**src/rtl/fp16_mac_seq_drain_if.sv**
```systemverilog
// Operand-in and result-out valid/ready streams of the FP16 MAC sequencer.
// The master drives operands and result backpressure; the slave is the sequencer.
interface fp16_mac_seq_drain_if;
    logic        op_valid;
    logic        op_ready;
    logic [15:0] op_a;
    logic [15:0] op_w;
    logic        op_last;
    logic        res_valid;
    logic        res_ready;
    logic [15:0] res_data;

    modport master (
        output op_valid, op_a, op_w, op_last, res_ready,
        input  op_ready, res_valid, res_data
    );

    modport slave (
        input  op_valid, op_a, op_w, op_last, res_ready,
        output op_ready, res_valid, res_data
    );
endinterface

```
**src/rtl/fp16_mac_seq_drain.sv**
```systemverilog
// Sequencer and result drain for one FP16 MAC PE: feeds operand vectors, flushes, queues sums.
// Optional macro RELU_EN clamps negative (sign-bit set) results to +0 before queuing.
module fp16_mac_seq_drain #(
    parameter int FIFO_DEPTH = 4,
    parameter int CNT_W      = 16
) (
    input  logic                          clk,
    input  logic                          rst_n,
    fp16_mac_seq_drain_if.slave           bus,
    output logic [15:0]                   mac_a,
    output logic [15:0]                   mac_w,
    output logic                          mac_enable,
    output logic                          mac_acc_clear,
    input  logic [15:0]                   mac_acc_out,
    output logic [$clog2(FIFO_DEPTH):0]   fifo_count,
    output logic [CNT_W-1:0]              vec_count,
    output logic                          busy
);
    localparam int PTR_W = $clog2(FIFO_DEPTH);
    localparam int CW    = PTR_W + 1;

    typedef enum logic [1:0] {RUN, FLUSH, CAPTURE} state_t;

    state_t           state_q, state_d;
    logic             first_q, first_d;
    logic [PTR_W-1:0] wr_ptr_q, wr_ptr_d;
    logic [PTR_W-1:0] rd_ptr_q, rd_ptr_d;
    logic [CW-1:0]    count_q, count_d;
    logic [CNT_W-1:0] vec_q, vec_d;
    logic [15:0]      mem_q [0:FIFO_DEPTH-1];

    logic             accept;
    logic             push;
    logic             pop;
    logic [15:0]      push_data;

    always_comb begin
        push_data = mac_acc_out;
`ifdef RELU_EN
        if (mac_acc_out[15]) push_data = 16'h0000;
`else
        push_data = mac_acc_out;
`endif
    end

    // Admission is decided on the first pair only, so a started vector always has a slot.
    always_comb begin
        bus.op_ready  = 1'b0;
        mac_a         = 16'h0000;
        mac_w         = 16'h0000;
        mac_enable    = 1'b0;
        mac_acc_clear = 1'b0;
        accept        = 1'b0;
        case (state_q)
            RUN: begin
                bus.op_ready  = first_q ? (count_q < CW'(FIFO_DEPTH)) : 1'b1;
                accept        = bus.op_valid & bus.op_ready;
                mac_a         = bus.op_a;
                mac_w         = bus.op_w;
                mac_enable    = accept;
                mac_acc_clear = accept & first_q;
            end
            FLUSH: begin
                mac_enable    = 1'b1;
                mac_acc_clear = 1'b1;
            end
            default: ;
        endcase
    end

    assign push          = (state_q == CAPTURE);
    assign bus.res_valid = (count_q != '0);
    assign pop           = bus.res_valid & bus.res_ready;
    assign bus.res_data  = bus.res_valid ? mem_q[rd_ptr_q] : 16'h0000;
    assign fifo_count    = count_q;
    assign vec_count     = vec_q;
    assign busy          = !first_q || (state_q != RUN);

    always_comb begin
        state_d  = state_q;
        first_d  = first_q;
        wr_ptr_d = wr_ptr_q;
        rd_ptr_d = rd_ptr_q;
        count_d  = count_q;
        vec_d    = vec_q;
        case (state_q)
            RUN: begin
                if (accept) begin
                    first_d = bus.op_last;
                    if (bus.op_last) state_d = FLUSH;
                end
            end
            FLUSH:   state_d = CAPTURE;
            CAPTURE: state_d = RUN;
            default: state_d = RUN;
        endcase
        if (push) begin
            wr_ptr_d = wr_ptr_q + PTR_W'(1);
            vec_d    = vec_q + CNT_W'(1);
        end
        if (pop) rd_ptr_d = rd_ptr_q + PTR_W'(1);
        if (push && !pop)      count_d = count_q + CW'(1);
        else if (!push && pop) count_d = count_q - CW'(1);
    end

    always_ff @(posedge clk or negedge rst_n) begin
        if (!rst_n) begin
            state_q  <= RUN;
            first_q  <= 1'b1;
            wr_ptr_q <= '0;
            rd_ptr_q <= '0;
            count_q  <= '0;
            vec_q    <= '0;
        end else begin
            state_q  <= state_d;
            first_q  <= first_d;
            wr_ptr_q <= wr_ptr_d;
            rd_ptr_q <= rd_ptr_d;
            count_q  <= count_d;
            vec_q    <= vec_d;
        end
    end

    // Storage needs no reset: entries are only observable once the count covers them.
    always_ff @(posedge clk) begin
        if (push) mem_q[wr_ptr_q] <= push_data;
    end
endmodule

```
**src/flat_wrapper.sv**
```systemverilog
// flat-port wrapper written by rule: the top's interface ports become plain ports
module fp16_mac_seq_drain_flat 
#(
    parameter int FIFO_DEPTH = 4,
    parameter int CNT_W      = 16
)
  (clk, rst_n, mac_a, mac_w, mac_enable, mac_acc_clear, mac_acc_out, fifo_count, vec_count, busy, bus_op_valid, bus_op_a, bus_op_w, bus_op_last, bus_res_ready, bus_op_ready, bus_res_valid, bus_res_data);
  fp16_mac_seq_drain_if bus_i ();
  input  logic clk;
  input  logic rst_n;
  output logic [15:0] mac_a;
  output logic [15:0] mac_w;
  output logic mac_enable;
  output logic mac_acc_clear;
  input  logic [15:0] mac_acc_out;
  output logic [$clog2(FIFO_DEPTH):0] fifo_count;
  output logic [CNT_W-1:0] vec_count;
  output logic busy;
  input wire logic [$bits(bus_i.op_valid)-1:0] bus_op_valid;
  input wire logic [$bits(bus_i.op_a)-1:0] bus_op_a;
  input wire logic [$bits(bus_i.op_w)-1:0] bus_op_w;
  input wire logic [$bits(bus_i.op_last)-1:0] bus_op_last;
  input wire logic [$bits(bus_i.res_ready)-1:0] bus_res_ready;
  output wire logic [$bits(bus_i.op_ready)-1:0] bus_op_ready;
  output wire logic [$bits(bus_i.res_valid)-1:0] bus_res_valid;
  output wire logic [$bits(bus_i.res_data)-1:0] bus_res_data;
  assign bus_i.op_valid = bus_op_valid;
  assign bus_i.op_a = bus_op_a;
  assign bus_i.op_w = bus_op_w;
  assign bus_i.op_last = bus_op_last;
  assign bus_i.res_ready = bus_res_ready;
  assign bus_op_ready = bus_i.op_ready;
  assign bus_res_valid = bus_i.res_valid;
  assign bus_res_data = bus_i.res_data;
  fp16_mac_seq_drain #(.FIFO_DEPTH(FIFO_DEPTH), .CNT_W(CNT_W)) u_core (.clk(clk), .rst_n(rst_n), .bus(bus_i), .mac_a(mac_a), .mac_w(mac_w), .mac_enable(mac_enable), .mac_acc_clear(mac_acc_clear), .mac_acc_out(mac_acc_out), .fifo_count(fifo_count), .vec_count(vec_count), .busy(busy));
endmodule
```
**config.mk**
```make
export PLATFORM = sky130hd
export DESIGN_NAME = fp16_mac_seq_drain_flat
export DESIGN_NICKNAME = d
export VERILOG_FILES = /design/src/rtl/fp16_mac_seq_drain_if.sv /design/src/rtl/fp16_mac_seq_drain.sv /design/src/flat_wrapper.sv
export SDC_FILE = /design/constraint.sdc
export NUM_CORES = 1
export LEC_CHECK = 0
export ABC_AREA = 0
export CORE_MARGIN = 1.5
export CORE_UTILIZATION = 30
export DETAILED_ROUTE_END_ITERATION = 10
export GPL_ROUTABILITY_DRIVEN = 0
export SLEW_MARGIN = 0
export SYNTH_ARGS = -nofsm -noshare
export SYNTH_HDL_FRONTEND = slang
export SYNTH_SLANG_ARGS = --single-unit
```
**constraint.sdc**
```tcl
create_clock -name clk -period 1.95 [get_ports clk]
set_input_delay 0.2925 -clock clk [delete_from_list [all_inputs] [get_ports clk]]
set_output_delay 0.2925 -clock clk [all_outputs]
set_load 0.01 [all_outputs]
```
Word-level counts from Yosys, hierarchy flattened
Memory sizes are Yosys's and may differ from the RTL's.
Index checks and enable logic that the tools add are counted.
{ "word_totals": {"register_bits": 26, "ramBits": 64, "input_bits": 53, "out_inout_bits": 72, "word_cells": 47, "memories": 1} }
{ "op_classes": {"add_sub_neg": 5, "order_cmp": 1, "n_eq_ne": 4, "n_mux": 15, "bitwise_logic": 3, "reduce_logical": 12} }
{ "memory_table": {"columns": ["name", "words", "width", "read_ports", "rd_clocked_by_memory_dff", "wr", "line", "text"], "rows": [
  ["u_core.mem_q", 4, 16, 1, 0, 1, "fp16_mac_seq_drain.sv:30", "logic [15:0] mem_q [0:FIFO_DEPTH-1];"]
]} }
{ "ops": {"columns": ["cell", "count"], "rows": [
  ["2-to-1 mux 16 bit", 3],
  ["adder 16 x 1 -> 16 bit, second input constant", 1],
  ["2-to-1 mux 3 bit", 2],
  ["2-to-1 mux 1 bit", 5],
  ["adder 2 x 1 -> 2 bit, second input constant", 2],
  ["2-to-1 mux 2 bit", 2],
  ["one-hot mux 1 bit (2 select lines)", 2],
  ["one-hot mux 2 bit (2 select lines)", 1],
  ["AND reduction 2 bit", 2],
  ["nonzero test 2 bit", 2],
  ["adder 3 x 1 -> 3 bit, second input constant", 1],
  ["bitwise AND 1 bit", 3],
  ["zero test 1 bit", 3],
  ["< comparator 3 bit, second input constant", 1],
  ["nonzero test 3 bit", 1],
  ["subtractor 3 x 1 -> 3 bit, second input constant", 1],
  ["== test 2 x 1 -> 1 bit, second input constant", 1],
  ["== test 2 bit, second input constant", 1],
  ["logical AND 1 bit", 2],
  ["zero test 2 bit", 1],
  ["inequality test 2 x 1 -> 1 bit, second input constant", 1],
  ["inequality test 2 bit, second input constant", 1],
  ["logical OR 1 bit", 1]
]} }

Depth between registers and ports, before layout
Gate-level depths: netlist (run 1).
{ "logic_depth": {"ltp_word": 6, "mapped_depth": 9} }

Worst setup path after synthesis (run 1)
OpenSTA, ideal clock, no wires.
{ "synth_timing": {"path_type": "register to register", "start": "register u_core.count_q[1], in the netlist u_core.fifo_count[1]", "end": "register u_core.count_q[2], in the netlist u_core.fifo_count[2]", "arrival_time_ns": 2.016, "t_required_ns": 1.870, "path_slack_ns": -0.146, "stages_incl_launch_ff": 10, "path_buffers": 1, "path_cell_list": "dfrtp_1 -> or3_1 -> clkbuf_1 -> nand2_1 -> ha_1 -> inv_1 -> fa_1 -> xor2_1 -> nor2_1 -> xnor2_1"} }
{ "synth_via": {"elab_chain_len": 5, "elab_cells_between_ends": 10} }
{ "synth_rtl": {"columns": ["item", "line", "text"], "rows": [
  ["start: declaration", "fp16_mac_seq_drain.sv:28", "logic [CW-1:0] count_q, count_d;"],
  ["start signal: assignment", "fp16_mac_seq_drain.sv:119", "count_q <= count_d;"],
  ["branches (longest 5 deep; another with subtractor 3 x 1 -> 3 bit)", null, null]
]} }
Several ways; the timed one is not identified. The select of a mux whose other input is x is not followed.
A chain may end at the register's enable or synchronous reset.

Final worst setup path (run 1)
{ "layout_timing": {"start": "register u_core.rd_ptr_q[0]", "end": "output bus_res_data[1]"} }
{ "layout_via": {"elab_chain_len": 2} }
{ "layout_rtl": {"columns": ["item", "line", "text"], "rows": [
  ["start: declaration", "fp16_mac_seq_drain.sv:27", "logic [PTR_W-1:0] rd_ptr_q, rd_ptr_d;"],
  ["start signal: assignment", "fp16_mac_seq_drain.sv:118", "rd_ptr_q <= rd_ptr_d;"],
  ["memory read (4 x 16 bit)", null, null],
  ["2-to-1 mux 16 bit", "fp16_mac_seq_drain.sv:74", "assign bus.res_data = bus.res_valid ? mem_q[rd_ptr_q] : 16'h0000;"],
  ["end: declaration", "flat_wrapper.sv:26", "output wire logic [$bits(bus_i.res_data)-1:0] bus_res_data;"]
]} }
No other way between the ends.

==> results of run 1 <==
[logic make-up after synthesis]
kind of cell | share of synthesized area [%]
AND/OR/NAND/NOR | 13.5
flip-flops | 66.0
XOR/XNOR | 4.72
multiplexers | 10.6
buffers and inverters | 2.05
adder cells (fa/ha/maj) | 2.44
AO/OA/AOI/OAI | 0.674
[per-layer routing]
| layer | wire length, µm | vias to the layer above |
|---|---|---|
| li1 | - | 1171 |
| met1 | 3440 | 1197 |
| met2 | 4200 | 94 |
| met3 | 548 | 8 |
| met4 | 92 | 0 |
| met5 | 0 | - |
[state kept, by name, summed over array words and instances, names as in the netlist]
register	count
u_core.state_q	2
u_core.fifo_count	3
u_core.wr_ptr_q	2
u_core.vec_count	16
u_core.mem_q	64
u_core.rd_ptr_q	2
u_core.first_q	1
[power breakdown]
group	total (mW)	leakage (nW)	switching (mW)	internal (mW)
Sequential	2.47	0.912	0.168	2.31
Clock	1.56	0.124	0.698	0.859
Combinational	2.86	1.16	1.21	1.66
[layout make-up]
cell class / count / area (µm²) / share of cell area, %
clock buffer: 9 / 225 / 3.94
clock inverter: 6 / 42.5 / 0.744
inverter: 4 / 15.0 / 0.262
multi-input combinational: 141 / 1260 / 22.1
sequential: 90 / 2580 / 45.0
tap: 172 / 215 / 3.76
timing repair buffer: 142 / 1380 / 24.1
[path summary, 6_finish.rpt]
kind | start | to | slack (ps)
setup / recovery | u_core.rd_ptr_q[0] | bus_res_data[1] | -20
hold / removal | rst_n | u_core.vec_count[7] | 330
setup reg to reg | u_core.fifo_count[2] | u_core.fifo_count[2] | 60
hold reg to reg | u_core.vec_count[15] | u_core.vec_count[15] | 470
max in group asynchronous | rst_n | u_core.first_q | 1320
min in group clk | u_core.vec_count[15] | u_core.vec_count[15] | 470
[through the flow]
step / instance area [µm²] / total power [mW]
2_1_floorplan: 3940 / 3.99
4_1_cts: 5750 / 7.06
6_report: 5720 / 6.89
3_3_place_gp: 5530 / 5.48
5_1_grt: 5720 / 7.37
3_5_place_dp: 5530 / 5.51
[what timing repair did]
action                     in CTS  in global routing
buffers inserted                4                  0
gates resized for setup       125                  7
pin swaps                      10                  1
setup endpoints to repair      54                 18
gates cloned                    1                  0
[cell usage in the layout (no fill, tap or decap), types with 2 or more instances in the layout]
cell type and count:
and2_1 49, inv_1 3, edfxtp_1 64, buf_12 6, nand2_1 9, nor2b_1 2, buf_8 2, nand3_1 5
clkinvlp_4 2, dfrtp_2 2, xnor2_1 17, dfrtp_1 23, nor2_1 4, and4_1 2, clkdlybuf4s50_1 71, mux4_2 16
nor2_2 2, and3_1 2, dlygate4sd2_1 37, buf_6 7, ha_1 5, and2_4 6, o21ai_0 2, nand4_1 5
clkbuf_16 9, buf_4 9, buf_2 10, xor2_1 4, a21oi_1 2, inv_6 2
==> metrics.md, run 1 <==
| Metric | Value |
|---|---|
| Worst-path clk slew | `60 ps` |
| Hold Violations, Final | `0` |
| Hold buffer count at CTS | `0` |
| Synth unique cells | `30` |
| Drt wl/cell | `14.7 µm` |
| Register area share after synthesis | `66.0%` |
| Die height | `117 µm` |
| CP Class | `reg2out` |
| Main synth FF type | `edfxtp_1` |
| Port buffer count | `124` |
| Skew-Pair Late Insertion Delay | `330 ps` |
| Total CTS buffers | `9` |
| Tcrit/Tclk final | `101%` |
| Die area | `13700 µm²` |
| Met3 Use GR | `3.86%` |
| Initial antenna violation count | `0` |
| Worst min path class | `in2async` |
| Top-count cell post-synth | `edfxtp_1` |
| Worst-margin pin slew | `445 ps` |
| Vias post-DR | `2470` |
| Dpl cells | `547` |
| Layout area overhead | `46.7%` |
| Max FO, Critical Path | `7` |
| Remaining DRCs | `0` |
| CP max stage delay | `500 ps` |
| Routing usage on met1 | `16.3%` |
| Initial DRC Count | `77` |
| Fillcell total | `1180` |
| Post-synth EDFFs | `64` |
| Final slew viol count | `0` |
| Worst setup SP type | `flip-flop` |
| Failing checks | `negative setup slack` |
| LEAKAGE | `2.19 nW` |
| Post-Syn Area | `3900 µm²` |
| Most used routing layer | `met2` |
| DPL Wire Length | `5730 µm` |
| Clock net sink count | `90` |
| Worst slew margin | `70.2%` |
| Nets | `448` |
| WP buf/inv | `2` |
| Critical path's slowest cell | `mux4_2` |
| M2 GR Usage | `23.2%` |
| Synth area leader | `edfxtp_1` |
| First-pass GRT wire length | `13700 µm` |
| CTS Buffer Depth | `2` |
| Ys Warns | `0` |
| FF+latch count, synth | `90` |
| Root buf cell | `clkbuf_16` |
| Achievable frequency | `507 MHz` |
| TritonCTS clock tree | `built` |
| Final setup violation count | `12` |
| Worst EP required | `1660 ps` |
| Cell row count | `41` |
| Pre-CTS WS | `-101 ps` |
| Max VDD drop | `0.476 mV` |
| Crit end category | `primary output` |
| Fraction of registers with async set or reset after synthesis | `28.9%` |
| Total Wirelength | `8280 µm` |
| Gr usage total | `13.4%` |
| Largest net degree at the start of global routing | `37` |
| Setup Skew | `4.41 ps` |
| Ant. Diodes | `0` |
| Yosys top cell area share | `49.3%` |
| Avg Vias per Cell | `4.38` |
| Core area | `12700 µm²` |
| Run status | `finished, violations left` |
| Fraction of layout cells with a size suffix above 1 | `21.2%` |
| Fin Setup TNS | `-128 ps` |
| RSZ-0062 raised after global routing | `true` |
| Router iterations before antenna repair | `4` |
| Min cycle time layout | `1970 ps` |
| Initial Util | `30.8%` |
| Top cells by count, synth | `edfxtp_1, and2_1, dfrtp_1, xnor2_1, nand2_1` |
| Worst setup margin | `-20.5 ps` |
| Mapped Cells | `245` |
| Ports | `125` |
| Die width | `117 µm` |
| Final Util | `45.1%` |
| CP Cell Sequence | `buf_8, mux4_2, and2_1, buf_2` |
| Synth area leaders | `edfxtp_1, dfrtp_1, and2_1` |
| CTS H-tree depth | `3` |
| Syn nets | `305` |
| Total of max-cap violations | `0` |
| Crit-path leading delay family | `multiplexers` |
| Number of global-route vias before repair | `2705` |
| Layout Cells excl Fill | `564` |
| Post-DRT Antenna Nets | `0` |
| Pwr/cell area | `1210 nW/µm²` |
| Worst Reg-to-Reg Cells | `8` |
| Syn avg cell area | `15.9 µm²` |
| Total global routing overflow | `0` |
| Hold Slack | `325 ps` |
| Crit path depth | `4` |
| CP arrival | `1680 ps` |
Note: power is estimated with default switching activity, not from simulation.
==> run 2, diff against run 1 <==
--- a/constraint.sdc
+++ b/constraint.sdc
@@ -3,2 +3,2 @@
 set_output_delay 0.2925 -clock clk [all_outputs]
-set_load 0.01 [all_outputs]
+set_load 0.1 [all_outputs]
==> run 2 against run 1 <==
Compared with the run above:
- the flow still finishes with violations (negative setup slack)
- non-clock buffer count increased by 7
- design area increased by 14%
- wire length increased by 7.5%
- worst hold slack got worse by 0.76 ps
- highest routed layer unchanged
==> metrics.md, run 2 (synthesis results as in run 1) <==
| Metric | Value |
|---|---|
| Worst min path class | `in2async` |
| Worst setup margin | `-135 ps` |
| Worst Reg-to-Reg Cells | `6` |
| Commonest non-fill, non-tap cell in the layout | `edfxtp_1` |
| Fillcell total | `1105` |
| Initial DRC Count | `141` |
| Die area | `13700 µm²` |
| CTS H-tree depth | `3` |
| Total CTS buffers | `9` |
| Root buf cell | `clkbuf_16` |
| CP arrival | `1790 ps` |
| Gr usage total | `13.2%` |
| Run status | `finished, violations left` |
| Avg Vias per Cell | `4.33` |
| Achievable frequency | `480 MHz` |
| Total of max-cap violations | `0` |
| Max FO, Critical Path | `8` |
| CTS Buffer Depth | `2` |
| Tcrit/Tclk final | `107%` |
| Critical path's slowest cell | `mux4_1` |
| DPL Wire Length | `5920 µm` |
| Vias post-DR | `2475` |
| Reg2reg setup slack | `-80 ps` |
| RSZ-0062 raised after global routing | `true` |
| Layout area overhead | `67.7%` |
| Reg-to-reg endpoint | `u_core.fifo_count[1]` |
| CP Class | `reg2out` |
| Worst-path clk slew | `70 ps` |
| Failing checks | `negative setup slack` |
| Port buffer count | `124` |
| Worst-margin pin slew | `463 ps` |
| Drt wl/cell | `15.6 µm` |
| Hold Slack | `324 ps` |
| Clock net sink count | `90` |
| Initial Util | `30.8%` |
| Final slew viol count | `0` |
| Critical Path Start | `u_core.rd_ptr_q[0]` |
| Worst EP required | `1660 ps` |
| Crit end category | `primary output` |
| TritonCTS clock tree | `built` |
| Nets | `455` |
| CP endpoint | `bus_res_data[4]` |
| Number of global-route vias before repair | `2607` |
| First-pass GRT wire length | `13400 µm` |
| Post-DRT Antenna Nets | `0` |
| Die width | `117 µm` |
| Total Wirelength | `8900 µm` |
| Highest-count cells in the layout ignoring fill and taps | `edfxtp_1, buf_12, clkdlybuf4s50_1` |
| Initial antenna violation count | `0` |
| Router iterations before antenna repair | `4` |
| Biggest register | `u_core.mem_q` |
| Die height | `117 µm` |
| Hold buffer count at CTS | `0` |
| Most used cell, CP | `buf_12` |
| Pre-CTS WS | `-20.2 ps` |
| CP Cell Sequence | `buf_12, mux4_1, and2_4, buf_12` |
| Hold Violations, Final | `0` |
| CP max stage delay | `550 ps` |
| Fraction of layout cells with a size suffix above 1 | `47.5%` |
| Total global routing overflow | `0` |
| Ant. Diodes | `0` |
| Worst slew margin | `69.0%` |
| Worst setup SP type | `flip-flop` |
| Ports | `125` |
| Skew-Pair Late Insertion Delay | `330 ps` |
| Number of flip-flops in the largest register | `64` |
| Largest net degree at the start of global routing | `37` |
| Core area | `12700 µm²` |
| Cell row count | `41` |
| Remaining DRCs | `0` |
| Min cycle time layout | `2090 ps` |
| Worst r2r src | `u_core.fifo_count[1]` |
| Setup Skew | `5.92 ps` |
| Final setup violation count | `19` |
run 2: cell count changes in the layout (fill, tap and decap cells not counted), sizes merged:
cell	before	now
clkdlybuf4s50	71	52
dlygate4sd2	37	0
clkinvlp	3	0
buf	34	94
clkinv	1	3
inv	6	5
clkbuf	9	13
bufinv	0	2
run 2: metal layers:
layer  wire (µm)  track usage, %
met1        3750            16.1
met2        4370            21.9
met3         721            5.15
met4          57            3.61
met5           0               0
run 2: worst min path at each step:
stage | end | startpoint | depth (start not counted)
after floorplan | u_core.rd_ptr_q[0] | rst_n | 0
after global placement | u_core.vec_count[15] | u_core.vec_count[15] | 1
after detailed placement | u_core.vec_count[15] | u_core.vec_count[15] | 1
after CTS | u_core.vec_count[7] | rst_n | 2
after global routing | u_core.vec_count[7] | rst_n | 2
final | u_core.vec_count[5] | rst_n | 2
run 2: critical path, delay by kind of cell, from the launching register on:
kind / cells / cell delay, ps
buffers and inverters: 2 / 320
multiplexers: 1 / 550
flip-flops: 1 / 410
AND/OR/NAND/NOR: 1 / 180
run 2: what timing repair did:
action / 4_1_cts / 5_1_grt
resized for setup: 14 / 6
pin swaps: 10 / 8
endpoints found under the setup margin: 19 / 52
buffers inserted: 5 / 1
cloned: 1 / 4
run 2: stage by stage:
stage,util [%],std cells,area [µm²],TNS [ps]
2_1_floorplan,-,245,4050,-515
3_3_place_gp,47.7,546,6040,0
3_5_place_dp,47.7,546,6040,-28.6
4_1_cts,51.1,568,6470,-2390
5_1_grt,51.6,572,6540,-2770
6_report,51.6,572,6540,-2000
run 2: area by class of cell:
class | count | area [µm²] | share of cell area [%]
Clock inverter | 6 | 90.1 | 1.38
Tap cell | 172 | 215 | 3.29
Clock buffer | 10 | 229 | 3.50
Multi-Input combinational cell | 141 | 1350 | 20.7
Timing Repair Buffer | 149 | 2050 | 31.3
Sequential cell | 90 | 2590 | 39.7
Inverter | 4 | 15.0 | 0.230
Power of run 2 is not shown: default switching activity piles up to over one toggle a cycle in this logic, so the estimate is an artifact.
